`src/rtl/ex_hazard_ctrl.sv`:
```
// EX-stage pipeline sequencing controller: load-use stall, multi-cycle MUL
// occupancy, taken-branch flush, operand forwarding selects and a saturating
// stall-cycle counter.
module ex_hazard_ctrl #(
  parameter int MUL_CYCLES = 4,
  parameter int CNT_W      = 16
) (
  input  logic             clk,
  input  logic             rst_n,
  input  logic [4:0]       id_rs,
  input  logic [4:0]       id_rt,
  input  logic             id_uses_rt,
  input  logic             ex_valid,
  input  logic [4:0]       ex_rs,
  input  logic [4:0]       ex_rt,
  input  logic [4:0]       ex_rd,
  input  logic             ex_mem_read,
  input  logic             ex_is_mul,
  input  logic             ex_branch_taken,
  input  logic [4:0]       mem_rd,
  input  logic             mem_reg_write,
  input  logic [4:0]       wb_rd,
  input  logic             wb_reg_write,
  output logic             pc_write,
  output logic             if_id_write,
  output logic             if_id_flush,
  output logic             id_ex_bubble,
  output logic             ex_hold,
  output logic [1:0]       fwd_a,
  output logic [1:0]       fwd_b,
  output logic             mul_busy,
  output logic [CNT_W-1:0] stall_count
);

  typedef enum logic {
    RUN      = 1'b0,
    MUL_WAIT = 1'b1
  } state_t;

  localparam logic [3:0] MUL_RELOAD = 4'(MUL_CYCLES - 2);

  state_t           r_state, w_state_nxt;
  logic [3:0]       r_mul_cnt, w_mul_cnt_nxt;
  logic [CNT_W-1:0] r_stall_cnt;

  logic w_branch, w_mul_start, w_load_use;

  assign w_branch    = ex_valid & ex_branch_taken;
  assign w_mul_start = ex_valid & ex_is_mul;
  assign w_load_use  = ex_valid & ex_mem_read & (ex_rd != 5'd0) &
                       ((ex_rd == id_rs) | (id_uses_rt & (ex_rd == id_rt)));

  // State and MUL countdown registers
  always_ff @(posedge clk or negedge rst_n) begin
    if (!rst_n) begin
      r_state   <= RUN;
      r_mul_cnt <= '0;
    end else begin
      r_state   <= w_state_nxt;
      r_mul_cnt <= w_mul_cnt_nxt;
    end
  end

  // Next state and pipeline control outputs; branch > MUL > load-use in RUN
  always_comb begin
    w_state_nxt   = r_state;
    w_mul_cnt_nxt = r_mul_cnt;
    pc_write      = 1'b1;
    if_id_write   = 1'b1;
    if_id_flush   = 1'b0;
    id_ex_bubble  = 1'b0;
    ex_hold       = 1'b0;
    mul_busy      = 1'b0;
    case (r_state)
      RUN: begin
        if (w_branch) begin
          if_id_flush  = 1'b1;
          id_ex_bubble = 1'b1;
        end else if (w_mul_start) begin
          pc_write      = 1'b0;
          if_id_write   = 1'b0;
          ex_hold       = 1'b1;
          w_state_nxt   = MUL_WAIT;
          w_mul_cnt_nxt = MUL_RELOAD;
        end else if (w_load_use) begin
          pc_write     = 1'b0;
          if_id_write  = 1'b0;
          id_ex_bubble = 1'b1;
        end
      end
      MUL_WAIT: begin
        mul_busy = 1'b1;
        if (r_mul_cnt != 4'd0) begin
          pc_write      = 1'b0;
          if_id_write   = 1'b0;
          ex_hold       = 1'b1;
          w_mul_cnt_nxt = r_mul_cnt - 4'd1;
        end else begin
          w_state_nxt = RUN;
        end
      end
      default: w_state_nxt = RUN;
    endcase
  end

  // Forwarding selects: EX/MEM result wins over MEM/WB, r0 never forwarded
  always_comb begin
    fwd_a = 2'b00;
    fwd_b = 2'b00;
    if (mem_reg_write && mem_rd != 5'd0 && mem_rd == ex_rs)
      fwd_a = 2'b10;
    else if (wb_reg_write && wb_rd != 5'd0 && wb_rd == ex_rs)
      fwd_a = 2'b01;
    if (mem_reg_write && mem_rd != 5'd0 && mem_rd == ex_rt)
      fwd_b = 2'b10;
    else if (wb_reg_write && wb_rd != 5'd0 && wb_rd == ex_rt)
      fwd_b = 2'b01;
  end

  // Saturating count of cycles in which the PC is held
  always_ff @(posedge clk or negedge rst_n) begin
    if (!rst_n)
      r_stall_cnt <= '0;
    else if (!pc_write && r_stall_cnt != '1)
      r_stall_cnt <= r_stall_cnt + 1'b1;
  end

  assign stall_count = r_stall_cnt;

endmodule

```
`config.mk`:
```
export PLATFORM = sky130hd
export DESIGN_NAME = ex_hazard_ctrl
export DESIGN_NICKNAME = d
export VERILOG_FILES = /design/src/rtl/ex_hazard_ctrl.sv
export SDC_FILE = /design/constraint.sdc
export NUM_CORES = 1
export LEC_CHECK = 0
export BUFFER_PORTS_ARGS = -buffer_cell sky130_fd_sc_hd__buf_4
export CORE_MARGIN = 5
export CORE_UTILIZATION = 35
export DETAILED_ROUTE_END_ITERATION = 7
export PLACE_DENSITY_LB_ADDON = 0.25
export SYNTH_ARGS = -nofsm -noshare
export SYNTH_HDL_FRONTEND = slang
export SYNTH_SLANG_ARGS = --single-unit
```
`constraint.sdc`:
```
create_clock -name clk -period 5.35 [get_ports clk]
set_input_delay 0.2675 -clock clk [delete_from_list [all_inputs] [get_ports clk]]
set_output_delay 0.2675 -clock clk [all_outputs]
set_load 0.05 [all_outputs]
```
==> results.tsv <==
metric	value	unit
status	complete, no violations	
coreArea	4264	um^2
p_per_area	321.8	nW/um^2
fin_area	2128	um^2
worstPathArrival	2.03	ns
finalWorstSetupSlack	3.049	ns
drc	0	
ys_seq_area_share	34.74	%
drtAntennaViolNets	0	
holdPathStages	3	
dieArea	5737	um^2
die_w	75.74	um
max_slew_margin	57.37	%
cts_tree	yes	
initial_utilization	35.48	%
synth_top_family_by_area	XOR/XNOR gates	
syn_nets	204	
hold_viol	0	
synth-xor-area-share	26.63	%
clock_latency	0.26	ns
power_switching	312.0	uW
cpPeakStageDelay	0.55	ns
setup_violations	0	
htreeDepth	1	
areaGrowthSynthToFinish	40.69	%
power_frac_seq	34.4	%
clockBufferDepth	2	
synthSimpleGateAreaFrac	25.89	%
drt_wl_total	3906	um
cts_buffers	3	
first_pass_iters	4	
rows	24	
synthesis.area	1513	um^2
crit_chain	inv_1 -> ha_1 -> or3b_2 -> nor2_1 -> a211oi_1 -> buf_4	
worstMarginPinSlew	0.6357	ns
antenna_found_initial	0	
postCtsSetupRepairBufs	0	
p_sw_share	45.55	%
p_total	685.0	uW
start_kind	register	
numPlacedInstances	276	
cp_top_family	compound AO/OA/AOI/OAI gates	
path_clk_slew	0.08	ns
fmax	434.6	MHz
synth_compound_area_share	7.031	%
routedWlPerCell	13.90	um
gp_congestion	0.7830	
drtIter0Drc	26	
viasPerCell	4.911	
final_util	49.91	%
synth_cell_types	37	
dieHeight	75.74	um
io_buffers	69	
grt_max_degree	22	
vias	1380	
dp_hpwl	3128	um
root_buffer	clkbuf_8	
synth.avg_cell_area	9.635	um^2
clock-sinks	21	
syn_inst	157	
period_minus_slack	2.301	ns
setup_tns	0	ns
leakagePower	1.035	nW
crit_cells	6	
finClkSkew	0.0009510	ns
synthFlopType	dfrtp_1	
worst_path_max_delay_cell	a211oi_1	
dp_slack	3.196	ns
fin_crit_sh	43.01	%
ys_async_sr_fraction	100.0	%
grt_pass1_wl	6161	um
fin_cells	281	
path_max_fanout	6	
rsz0062_at_grt	no	
overflow	0	
grt_pass1_vias	1382	
ys_warn_count	0	
diodes	0	
cp.required	5.08	ns
layout.nets	277	
p_comb_share	50.0	%
ys_ff_latch	21	
maxSlewViolCount	0	
reg2regPathDepth	7	
hp-class	in2reg	
cap_viol_max_count	0	
yosys.area_share.adder	2.481	%
synth_edf_count	0	
hold_slack	0.2810	ns
grt_usage	13.79	%
critPathCaptureType	output pin	
layout-drive-gt1-share	38.86	%
peakVddDrop	186.4	uV
dpl_cell_area	2073	um^2
clock_power_share	15.5	%
cp_num_buf_inv	2	
ctsResizeCount	0	
pin_count	70	
criticalPathCategory	reg2out	
synth_mux_area_share	0.7444	%
p_int	372.9	uW
-- cell usage after synthesis (all sizes together) (3+ instances only) --
library cell,count,area (um^2)
a21oi,3,15.01
xor2,28,245.2
nor3,5,30.03
nand2,11,48.80
or4,5,37.54
ha,3,37.54
dfrtp,21,525.5
xnor2,18,157.7
nor4,5,46.29
nor2,15,76.33
o21ai,5,25.02
inv,4,15.01
nand3,12,60.06
-- repair_timing --
action                     4_1_cts  5_1_grt
setup endpoints to repair        0        0
hold endpoints to repair        21        0
hold buffers                     1        0
-- placed cells by master, fill, tap and decap left out, types with 3 or more instances in the layout --
cell and instances:
dfrtp_1 21, clkbuf_8 3, nor3_1 4, nor2_2 8, ha_1 3, nor2_1 7, nor4_1 4, xnor2_1 18
buf_4 69, nand3_1 12, or4_1 5, inv_1 4, xor2_1 28, nand2_1 10, o21ai_0 4, a21oi_1 3
-- path summary, 6_finish.rpt --
path	start	endpoint	slack, ns
worst max-delay path	r_mul_cnt[0]	ex_hold	3.05
max in group asynchronous	rst_n	stall_count[8]	4.71
worst min register to register	stall_count[15]	stall_count[15]	0.50
worst max register to register	r_mul_cnt[0]	stall_count[1]	3.18
worst min-delay path	ex_branch_taken	r_mul_cnt[2]	0.28
min in group asynchronous	rst_n	r_mul_cnt[0]	0.42
-- per-layer routing --
metal | global-route usage (%) | wire length (um)
met1 | 17.98 | 1720
met2 | 22.43 | 1804
met3 | 2.770 | 327
met4 | 5.243 | 53
met5 | 0 | 0
-- registers in the layout, indices dropped and copies added, names as in the netlist --
register     flops
stall_count     16
r_mul_cnt        4
r_state          1
-- kinds of logic (layout without fill, tap and decap cells) --
| group | Yosys count | count (layout) |
|---|---|---|
| buffers and inverters | 6 | 78 |
| muxes | 1 | 1 |
| adders and majority gates | 3 | 3 |
| xor gates and xnor gates | 46 | 46 |
| AOI/OAI and AO/OA | 15 | 15 |
| DFF | 21 | 21 |
| and+or+nand+nor | 65 | 65 |
-- cell type report --
class	instances	area [um^2]
fillers	428	2136
multi-input cells	130	949.7
repair buffers	70	528.0
flip-flops and latches	21	525.5
well taps	52	65.06
clock buffers	4	45.04
inverters	4	15.01
-- tightest hold or removal path, cell delays in order --
cell	delay (ns)
buf_4	0.09
nor4bb_1	0.05
nor2_1	0.09
-- power by group through the flow --
stage                     Clock (mW)  Sequential [mW]  Combinational [mW]
after floorplan                    0            0.310               0.162
after global placement             0            0.239               0.341
after detailed placement           0            0.239               0.342
after CTS                      0.109            0.236               0.347
after global routing           0.117            0.243               0.371
final                          0.106            0.236               0.343
Note: power is estimated with default switching activity, not from simulation.
